--- src/rtl/uart_pkg.sv ---
// uart_pkg: parity-mode constants and FSM state types shared by the UART transceiver.
package uart_pkg;
  localparam int PAR_NONE = 0;
  localparam int PAR_EVEN = 1;
  localparam int PAR_ODD  = 2;
  typedef enum logic [2:0] {TX_IDLE, TX_START, TX_DATA, TX_PARITY, TX_STOP} tx_state_t;
  typedef enum logic [2:0] {RX_IDLE, RX_START, RX_DATA, RX_PARITY, RX_STOP} rx_state_t;
endpackage

--- src/rtl/uart_baud_gen.sv ---
// uart_baud_gen: loadable baud down-counter emitting a one-cycle tick when it reaches zero.
module uart_baud_gen #(
  parameter int BAUD_DIV = 2604,
  localparam int CW = $clog2(BAUD_DIV)
) (
  input  logic          clk,
  input  logic          rst,
  input  logic          clr,
  input  logic          ld,
  input  logic [CW-1:0] ld_val,
  output logic          tick
);
  localparam logic [CW-1:0] TOP = CW'(BAUD_DIV - 1);
  logic [CW-1:0] r_cnt;
  always_ff @(posedge clk)
    if (rst || (clr && !ld)) r_cnt <= TOP;
    else if (ld) r_cnt <= ld_val;
    else r_cnt <= (r_cnt == '0) ? TOP : r_cnt - 1'b1;
  assign tick = (r_cnt == '0) && !clr && !ld;
endmodule

--- src/rtl/uart_trx.sv ---
// uart_trx: parametrised full-duplex UART with parity, 1/2 stop bits and RX error detection.
module uart_trx
  import uart_pkg::*;
#(
  parameter int DATA_W    = 8,
  parameter int BAUD_DIV  = 2604,
  parameter int PARITY    = 0,
  parameter int STOP_BITS = 1
) (
  input  logic              clk,
  input  logic              rst,
  input  logic              trmt,
  input  logic [DATA_W-1:0] tx_data,
  output logic              TX,
  output logic              tx_done,
  input  logic              RX,
  output logic [DATA_W-1:0] rx_data,
  output logic              rdy,
  input  logic              clr_rdy,
  output logic              parity_err,
  output logic              frame_err,
  output logic              overrun
);
  localparam int CW = $clog2(BAUD_DIV);
  localparam int BW = $clog2(DATA_W + 1);
  localparam logic [BW-1:0] LAST_D = BW'(DATA_W - 1);
  localparam logic [BW-1:0] LAST_S = BW'(STOP_BITS - 1);
  localparam logic [CW-1:0] HALF   = CW'(BAUD_DIV / 2);
  localparam bit   PAR_EN = (PARITY != PAR_NONE);
  localparam logic ODD    = (PARITY == PAR_ODD);

  tx_state_t         r_tx_st;
  logic [DATA_W-1:0] r_tx_sh;
  logic [BW-1:0]     r_tx_bit;
  logic              r_tx_par;
  logic              w_tx_tick;

  rx_state_t         r_rx_st;
  logic [DATA_W-1:0] r_rx_sh;
  logic [BW-1:0]     r_rx_bit;
  logic              r_s1, r_s2, r_s3, r_perr, r_ferr;
  logic              w_rx_tick, w_fall, w_rx_ld;

  uart_baud_gen #(.BAUD_DIV(BAUD_DIV)) u_tx_baud (
    .clk(clk), .rst(rst), .clr(r_tx_st == TX_IDLE), .ld(1'b0), .ld_val('0), .tick(w_tx_tick)
  );

  always_ff @(posedge clk)
    if (rst) begin
      r_tx_st  <= TX_IDLE;
      TX       <= 1'b1;
      tx_done  <= 1'b0;
      r_tx_sh  <= '0;
      r_tx_bit <= '0;
      r_tx_par <= 1'b0;
    end else case (r_tx_st)
      TX_IDLE: if (trmt) begin
        r_tx_sh  <= tx_data;
        r_tx_par <= ^tx_data ^ ODD;
        tx_done  <= 1'b0;
        TX       <= 1'b0;
        r_tx_st  <= TX_START;
      end
      TX_START: if (w_tx_tick) begin
        TX       <= r_tx_sh[0];
        r_tx_sh  <= r_tx_sh >> 1;
        r_tx_bit <= '0;
        r_tx_st  <= TX_DATA;
      end
      TX_DATA: if (w_tx_tick) begin
        r_tx_bit <= (r_tx_bit == LAST_D) ? '0 : r_tx_bit + 1'b1;
        if (r_tx_bit != LAST_D) begin
          TX      <= r_tx_sh[0];
          r_tx_sh <= r_tx_sh >> 1;
        end else if (PAR_EN) begin
          TX      <= r_tx_par;
          r_tx_st <= TX_PARITY;
        end else begin
          TX      <= 1'b1;
          r_tx_st <= TX_STOP;
        end
      end
      TX_PARITY: if (w_tx_tick) begin
        TX      <= 1'b1;
        r_tx_st <= TX_STOP;
      end
      TX_STOP: if (w_tx_tick) begin
        r_tx_bit <= r_tx_bit + 1'b1;
        if (r_tx_bit == LAST_S) begin
          tx_done <= 1'b1;
          r_tx_st <= TX_IDLE;
        end
      end
      default: r_tx_st <= TX_IDLE;
    endcase

  // The RX counter is preloaded with half a bit so every later tick lands mid-bit.
  assign w_fall  = r_s3 & ~r_s2;
  assign w_rx_ld = (r_rx_st == RX_IDLE) & w_fall;

  uart_baud_gen #(.BAUD_DIV(BAUD_DIV)) u_rx_baud (
    .clk(clk), .rst(rst), .clr(r_rx_st == RX_IDLE), .ld(w_rx_ld), .ld_val(HALF), .tick(w_rx_tick)
  );

  always_ff @(posedge clk)
    if (rst) begin
      r_s1       <= 1'b1;
      r_s2       <= 1'b1;
      r_s3       <= 1'b1;
      r_rx_st    <= RX_IDLE;
      r_rx_sh    <= '0;
      r_rx_bit   <= '0;
      r_perr     <= 1'b0;
      r_ferr     <= 1'b0;
      rx_data    <= '0;
      rdy        <= 1'b0;
      parity_err <= 1'b0;
      frame_err  <= 1'b0;
      overrun    <= 1'b0;
    end else begin
      r_s1 <= RX;
      r_s2 <= r_s1;
      r_s3 <= r_s2;
      if (clr_rdy) begin
        rdy        <= 1'b0;
        parity_err <= 1'b0;
        frame_err  <= 1'b0;
        overrun    <= 1'b0;
      end
      case (r_rx_st)
        RX_IDLE: if (w_fall) r_rx_st <= RX_START;
        RX_START: if (w_rx_tick) begin
          if (r_s2) r_rx_st <= RX_IDLE;
          else begin
            r_rx_bit <= '0;
            r_perr   <= 1'b0;
            r_ferr   <= 1'b0;
            r_rx_st  <= RX_DATA;
          end
        end
        RX_DATA: if (w_rx_tick) begin
          r_rx_sh  <= {r_s2, r_rx_sh[DATA_W-1:1]};
          r_rx_bit <= (r_rx_bit == LAST_D) ? '0 : r_rx_bit + 1'b1;
          if (r_rx_bit == LAST_D) begin
            if (PAR_EN) r_rx_st <= RX_PARITY;
            else r_rx_st <= RX_STOP;
          end
        end
        RX_PARITY: if (w_rx_tick) begin
          r_perr  <= r_s2 ^ (^r_rx_sh) ^ ODD;
          r_rx_st <= RX_STOP;
        end
        RX_STOP: if (w_rx_tick) begin
          r_ferr   <= r_ferr | ~r_s2;
          r_rx_bit <= r_rx_bit + 1'b1;
          if (r_rx_bit == LAST_S) begin
            r_rx_st <= RX_IDLE;
            if (!rdy || clr_rdy) begin
              rx_data    <= r_rx_sh;
              rdy        <= 1'b1;
              parity_err <= r_perr;
              frame_err  <= r_ferr | ~r_s2;
            end else overrun <= 1'b1;
          end
        end
        default: r_rx_st <= RX_IDLE;
      endcase
    end
endmodule

--- config.mk ---
export PLATFORM = sky130hd
export DESIGN_NAME = uart_trx
export DESIGN_NICKNAME = d
export VERILOG_FILES = /design/src/rtl/uart_pkg.sv /design/src/rtl/uart_baud_gen.sv /design/src/rtl/uart_trx.sv
export SDC_FILE = /design/constraint.sdc
export NUM_CORES = 1
export LEC_CHECK = 0
export BUFFER_PORTS_ARGS = -buffer_cell sky130_fd_sc_hd__buf_4
export CORE_ASPECT_RATIO = 0.9
export CORE_MARGIN = 2
export CORE_UTILIZATION = 39
export CTS_CLUSTER_DIAMETER = 50
export DETAILED_ROUTE_END_ITERATION = 8
export SLEW_MARGIN = 20
export SYNTH_ARGS = -nofsm -noshare
export SYNTH_HDL_FRONTEND = slang
export SYNTH_SLANG_ARGS = --single-unit
--- constraint.sdc ---
create_clock -name clk -period 1.99 [get_ports clk]
set_input_delay 0.199 -clock clk [delete_from_list [all_inputs] [get_ports clk]]
set_output_delay 0.199 -clock clk [all_outputs]
set_load 0.02 [all_outputs]
==> results.py, run 1 <==
metrics = {
    "run_status": {
        "outcome": "completed",
    },
    "setup_path": {
        "critPathArrivalTime_ps": 2150,
        "cp-start-kind": "flop",
        "rrSetupSlack_ps": 120,
        "reg2reg_from": "u_rx_baud.r_cnt[0]",
        "cp_max_fo": 7,
        "critPathRequiredTime_ps": 2270,
        "worst-r2r-cell-count": 7,
        "worstReg2RegEnd": "r_rx_bit[3]",
        "critPathCaptureType": "flop",
        "criticalPathCategory": "flop to flop",
    },
    "die": {
        "floorplan.die.width_um": 104,
        "design.portCount": 27,
        "die_y_um": 93.9,
        "fp.dieArea_um2": 9760,
        "floorplan.rows": 32,
        "initial_core_util_pct": 40.5,
        "core_area_um2": 8650,
    },
    "clock_tree": {
        "clock_path_buffers": 2,
        "clk-insertion-delay-late_ps": 360,
        "numCtsBuffers": 9,
        "cts.sink_count": 73,
        "clk_pin_slew_ps": 80,
        "clock-root-buffer": "clkbuf_8",
        "htree_levels": 3,
        "tritoncts_clock_tree": "done",
        "cts_hold_bufs": 0,
    },
    "detailed_routing": {
        "average_wire_per_cell_in_the_routed_design_um": 12.5,
        "iter_0_drt_violations": 89,
        "drt-vias-per-instance": 5.05,
        "detail-route-antenna-nets": 0,
        "routed_vias": 2850,
        "detail_route.first_pass.iterations": 4,
        "drt_drc_violations_left": 0,
        "wirelength_um": 7080,
    },
    "synth": {
        "number_of_flops_mapped_to_enable_cells_by_yosys": 0,
        "synth.cell_area_um2": 3500,
        "async_flop_share_pct": 0,
        "synth_compound_gate_area_share_pct": 15.7,
        "synth_seq_cells": 73,
        "synthXorXnorAreaFrac_pct": 4.89,
        "synth_area_leaders": "dfxtp_1, a21oi_1, nor2_1",
        "synth_sequential_area_ratio_pct": 41.7,
        "ys.warnings.count": 0,
        "synth.largest_area_cell": "dfxtp_1",
        "synthDominantCellAreaShare_pct": 41.7,
        "synthFlopType": "dfxtp_1",
        "synth.area.mux_share_pct": 4.86,
        "synth_cell_type_count": 57,
        "synthesis.nets": 419,
        "synth_top_family_by_area": "simple AND/OR/NAND/NOR gates",
        "synth_area_per_cell_um2": 8.81,
        "post_synth_fa_ha_maj_area_fraction_pct": 2.86,
        "syn-instance-count": 398,
        "synth-simple-area-share_pct": 24.8,
    },
    "timing": {
        "max_slew.worst_pin.slew_ps": 531,
        "min_period_ps": 1870,
        "hold_violations": 0,
        "max_freq_mhz": 534,
        "setup_ws_ps": 119,
        "timing.final.max_slew_violations": 0,
        "max-slew-margin-rel_pct": 64.6,
        "finalSetupViolCount": 0,
        "fin_hold_ws_ps": 30.7,
        "layout_worst_path_cycle_share_pct": 94.0,
        "finalClockSkew_ps": 11.7,
    },
    "worst_hold_path": {
        "min-delay-start": "RX",
        "min_delay_worst_endpoint": "r_s1",
        "min_delay_path_depth": 2,
        "worst_hold_path_type": "primary input to flop",
    },
    "grt": {
        "first_global_vias": 2737,
        "grt_first_pass_wirelength_um": 12600,
        "globalRouteOverflowTotal": 0,
        "grt_max_degree": 29,
        "grt_antenna_before_repair": 0,
        "global_route.usage.total_pct": 16.0,
    },
    "cells_and_area": {
        "final_layout_size_suffix_gt1_share_pct": 20.7,
        "final_nets": 461,
        "fillcell_total": 861,
        "fin_cells": 564,
        "syn2layout_area_growth_pct": 19.0,
        "antenna_cells": 0,
    },
    "run": {
        "max-cap-violations": 0,
    },
    "power": {
        "power.leakage_nw": 1.54,
        "total_power_mw": 2.96,
        "vdd_ir_drop_max_uv": 480,
        "power.density_nw_per_um2": 710,
    },
    "place": {
        "minimum_setup_slack_after_placement_ps": 76.9,
        "dpl.cell_count": 546,
        "detailed_place_hpwl_um": 5040,
        "io_buffers": 26,
        "routabilityCongestion": 0.785,
    },
}
timing repair:
item / CTS / global route
endpoints found under the hold margin: 0 / 0
buffers inserted: 0 / 2
gates resized for setup: 0 / 6
setup endpoints to repair: 0 / 23
per-stage QoR:
step | util (%) | setup TNS [ps] | instance area, um^2
4_1_cts | 47.8 | 0 | 4130
2_1_floorplan | - | 0 | 3500
3_3_place_gp | 45.2 | 0 | 3910
6_report | 48.2 | 0 | 4170
5_1_grt | 48.2 | -4.54 | 4170
3_5_place_dp | 45.2 | 0 | 3910
flip-flops by register name, indices dropped and copies added (netlist names), 3 cells and up:
signal           count
r_rx_bit             4
r_rx_sh              8
r_rx_st              3
r_tx_bit             4
r_tx_sh              8
r_tx_st              3
rx_data              8
u_rx_baud.r_cnt     12
u_tx_baud.r_cnt     12
layout by cell type, fill, tap and decap left out, types with 4 or more instances in the layout:
cell      instances
o21ai_0          13
inv_1            14
dfxtp_1          73
nand3b_1          4
or2_2             4
nand2b_1          4
nor2_1           46
mux2i_1          17
nand3_1          14
buf_4            49
ha_1              8
nand4_1           6
clkbuf_8          9
nor3_1            7
xor2_1            5
nor2b_1           5
xnor2_1          12
or3_1             7
a211oi_1          8
nand2_1          39
a21oi_1          37
worst max-delay path: stages (launching register included):
cell,delay [ps]
dfxtp_1,330
inv_1,100
ha_1,150
nor2b_2,200
and4_4,260
o21ai_2,100
or4_1,510
a21oi_1,140
Yosys cell counts (all sizes together), types with 3 or more instances:
master	count
nor4	5
nor2b	6
buf	9
inv	14
a21oi	37
o21ai	15
or2	4
a31oi	3
nand4	6
and2b	3
nand2b	4
and3	4
nand3	14
nor2	46
a211oi	11
or4	3
or3	7
xor2	5
nand2	39
nor3b	3
clkbuf	11
mux2i	17
nand3b	4
dfxtp	73
nor3	10
xnor2	12
ha	8
worst max-delay path by stage:
stage	from	to	slack (ps)	cells after the start
after floorplan	u_tx_baud.r_cnt[7]	r_tx_sh[0]	220	6
after global placement	u_tx_baud.r_cnt[7]	r_tx_bit[2]	130	5
after detailed placement	u_rx_baud.r_cnt[0]	r_rx_st[1]	80	8
after CTS	u_rx_baud.r_cnt[0]	r_rx_st[1]	30	8
after global routing	u_tx_baud.r_cnt[3]	r_tx_sh[4]	-5	7
final	u_rx_baud.r_cnt[0]	r_rx_bit[3]	120	7
report_power, final:
| group | switching [mW] | internal [mW] | leakage (nW) |
|---|---|---|---|
| clock network | 0.572 | 0.705 | 0.109 |
| logic | 0.0942 | 0.0818 | 0.840 |
| registers | 0.0216 | 1.49 | 0.592 |
cell type report:
| class | instances | area, um^2 | area share, % |
|---|---|---|---|
| multi-input combinational | 291 | 1890 | 45.3 |
| sequential | 73 | 1460 | 35.1 |
| timing repair buffer | 51 | 399 | 9.57 |
| tap | 119 | 149 | 3.57 |
| clock buffer | 9 | 124 | 2.97 |
| clock inverter | 7 | 95.1 | 2.28 |
| inverter | 14 | 52.6 | 1.26 |
routing by layer:
layer	GRT usage (%)	share of wire, %	vias to the layer above
met4	6.19	2.1	0
li1	-	-	1478
met2	25.4	45	59
met3	5.62	4.8	18
met5	0	0	-
met1	20.1	48	1295
kinds of logic (layout without fill, tap and decap cells):
kind of cell / after synthesis / after routing
and+or+nand+nor: 165 / 165
muxes: 17 / 17
buffers and inverters: 34 / 81
DFF: 73 / 73
AOI/OAI and AO/OA: 83 / 83
xor gates and xnor gates: 18 / 18
adders and majority gates: 8 / 8
(Power assumes the default switching activity.)
==> inputs of run 2 (changes only) <==
==> constraint.sdc (replaced) <==
create_clock -name clk -period 2.3 [get_ports clk]
set_input_delay 0.23 -clock clk [delete_from_list [all_inputs] [get_ports clk]]
set_output_delay 0.23 -clock clk [all_outputs]
set_load 0.02 [all_outputs]
==> run 2 against run 1 <==
Compared with the run above: sequential share of layout area up 1.4 points; die area unchanged; sequential power down 13%.
==> results.py, run 2 (synthesis gave the netlist of run 1 again) <==
metrics = {
    "run": {
        "max-cap-violations": 0,
    },
    "clock_tree": {
        "cts_hold_bufs": 0,
        "clock_path_buffers": 2,
        "clk-insertion-delay-late_ps": 350,
        "htree_levels": 3,
        "post_cts.resized_instances": 0,
        "tritoncts_clock_tree": "done",
        "numCtsBuffers": 9,
        "cts_setup_buffers": 0,
        "cts.sink_count": 73,
        "clk_pin_slew_ps": 70,
        "clock-root-buffer": "clkbuf_8",
    },
    "die": {
        "die_y_um": 93.9,
        "floorplan.rows": 32,
        "core_area_um2": 8650,
        "floorplan.die.width_um": 104,
        "design.portCount": 27,
        "initial_core_util_pct": 40.5,
        "fp.dieArea_um2": 9760,
    },
    "setup_path": {
        "criticalPathCategory": "flop to flop",
        "worstReg2RegEnd": "r_tx_sh[1]",
        "timing.critical_path.cells": "nor4_4, nand4_1, o31ai_4, buf_4, nor2_1, a211oi_1",
        "rrSetupSlack_ps": 220,
        "cp-start-kind": "flop",
        "critPathRequiredTime_ps": 2560,
        "critPathCaptureType": "flop",
        "crit_family": "simple AND/OR/NAND/NOR gates",
        "worst-r2r-cell-count": 6,
        "worst_path_largest_cell_delay_ps": 440,
        "critPathArrivalTime_ps": 2340,
        "worst_path_max_delay_cell": "o31ai_4",
        "cp.buffers_inverters": 1,
        "cp_max_fo": 10,
        "reg2reg_from": "u_tx_baud.r_cnt[7]",
    },
    "cells_and_area": {
        "final_layout_size_suffix_gt1_share_pct": 16.7,
        "final_cell_mix": "dfxtp_1, nor2_1, nand2_1",
        "finish.utilization_pct": 46.3,
        "largestRegisters": "u_rx_baud.r_cnt (12), u_tx_baud.r_cnt (12)",
        "post-route-cell-area_um2": 4000,
        "final_common_cell": "dfxtp_1",
        "syn2layout_area_growth_pct": 14.2,
        "antenna_cells": 0,
        "final_nets": 447,
    },
    "place": {
        "io_buffers": 26,
        "detailed_place_hpwl_um": 4790,
        "routabilityCongestion": 0.784,
        "placedInstanceArea_um2": 3810,
    },
    "timing": {
        "max_freq_mhz": 481,
        "finalSetupViolCount": 0,
        "fin_setup_tns_ps": 0,
        "setup_repair_after_global_routing_missed_its_margin": "false",
        "min_period_ps": 2080,
        "layout_worst_path_cycle_share_pct": 90.3,
        "max_slew.worst_pin.slew_ps": 560,
        "timing.final.max_slew_violations": 0,
        "hold_violations": 0,
        "max-slew-margin-rel_pct": 62.7,
        "finalClockSkew_ps": 10.9,
    },
    "detailed_routing": {
        "iter_0_drt_violations": 47,
        "detail-route-antenna-nets": 0,
        "drt_drc_violations_left": 0,
        "routed_vias": 2798,
        "wirelength_um": 6870,
        "detail_route.first_pass.iterations": 5,
        "average_wire_per_cell_in_the_routed_design_um": 12.5,
        "drt-vias-per-instance": 5.10,
    },
    "power": {
        "power.leakage_nw": 1.46,
        "power.density_nw_per_um2": 613,
        "total_power_mw": 2.46,
        "vdd_ir_drop_max_uv": 309,
    },
    "worst_hold_path": {
        "min-delay-start": "RX",
        "worst_hold_path_type": "primary input to flop",
        "min_delay_worst_endpoint": "r_s1",
        "min_delay_path_depth": 2,
    },
    "grt": {
        "globalRouteOverflowTotal": 0,
        "grt_first_pass_wirelength_um": 12300,
        "grt_max_degree": 55,
        "global_route.usage.total_pct": 15.4,
        "grt_antenna_before_repair": 0,
        "first_global_vias": 2695,
    },
    "run_status": {
        "outcome": "completed",
    },
}
## run 2: routing by layer
metal	wire length (um)	vias to the layer above	GRT usage [%]
li1	-	1450	-
met1	3360	1301	19.6
met2	3130	39	25.8
met3	280	8	3.88
met4	97	0	5.07
met5	0	-	0
## run 2: layout make-up
| type | instances | area, um^2 |
|---|---|---|
| clock buffers | 12 | 155 |
| clock inverters | 3 | 40.0 |
| fillers | 874 | 4640 |
| inverters | 14 | 52.6 |
| multi-input cells | 291 | 1870 |
| flip-flops and latches | 73 | 1460 |
| well taps | 119 | 149 |
| repair buffers | 37 | 278 |
## run 2: power breakdown
part	leakage, nW	internal, mW	switching (mW)
sequential	0.592	1.29	0.0193
clock	0.102	0.551	0.456
combinational	0.768	0.0632	0.0781
total	1.46	1.90	0.554
## run 2: how the worst max path moves through the flow
| stage | startpoint | end | slack (ps) | cells past startpoint |
|---|---|---|---|---|
| 6_report | u_tx_baud.r_cnt[7] | r_tx_sh[1] | 220 | 6 |
| 5_1_grt | u_tx_baud.r_cnt[5] | r_tx_sh[4] | 20 | 6 |
| 4_1_cts | u_tx_baud.r_cnt[7] | r_tx_sh[1] | 220 | 6 |
| 3_5_place_dp | u_tx_baud.r_cnt[7] | r_tx_sh[1] | 230 | 6 |
| 3_3_place_gp | u_tx_baud.r_cnt[7] | r_tx_sh[4] | 300 | 6 |
| 2_1_floorplan | u_tx_baud.r_cnt[7] | r_tx_sh[0] | 530 | 6 |
## run 2: per-stage QoR
| step | setup slack (ps) | std cells | hold WS, ps |
|---|---|---|---|
| floorplan | 529 | 398 | 307 |
| global placement | 297 | 534 | 384 |
| detailed placement | 230 | 534 | 388 |
| CTS | 222 | 549 | 63.3 |
| global route | 17.3 | 549 | 56.8 |
| finish | 223 | 549 | 67.9 |
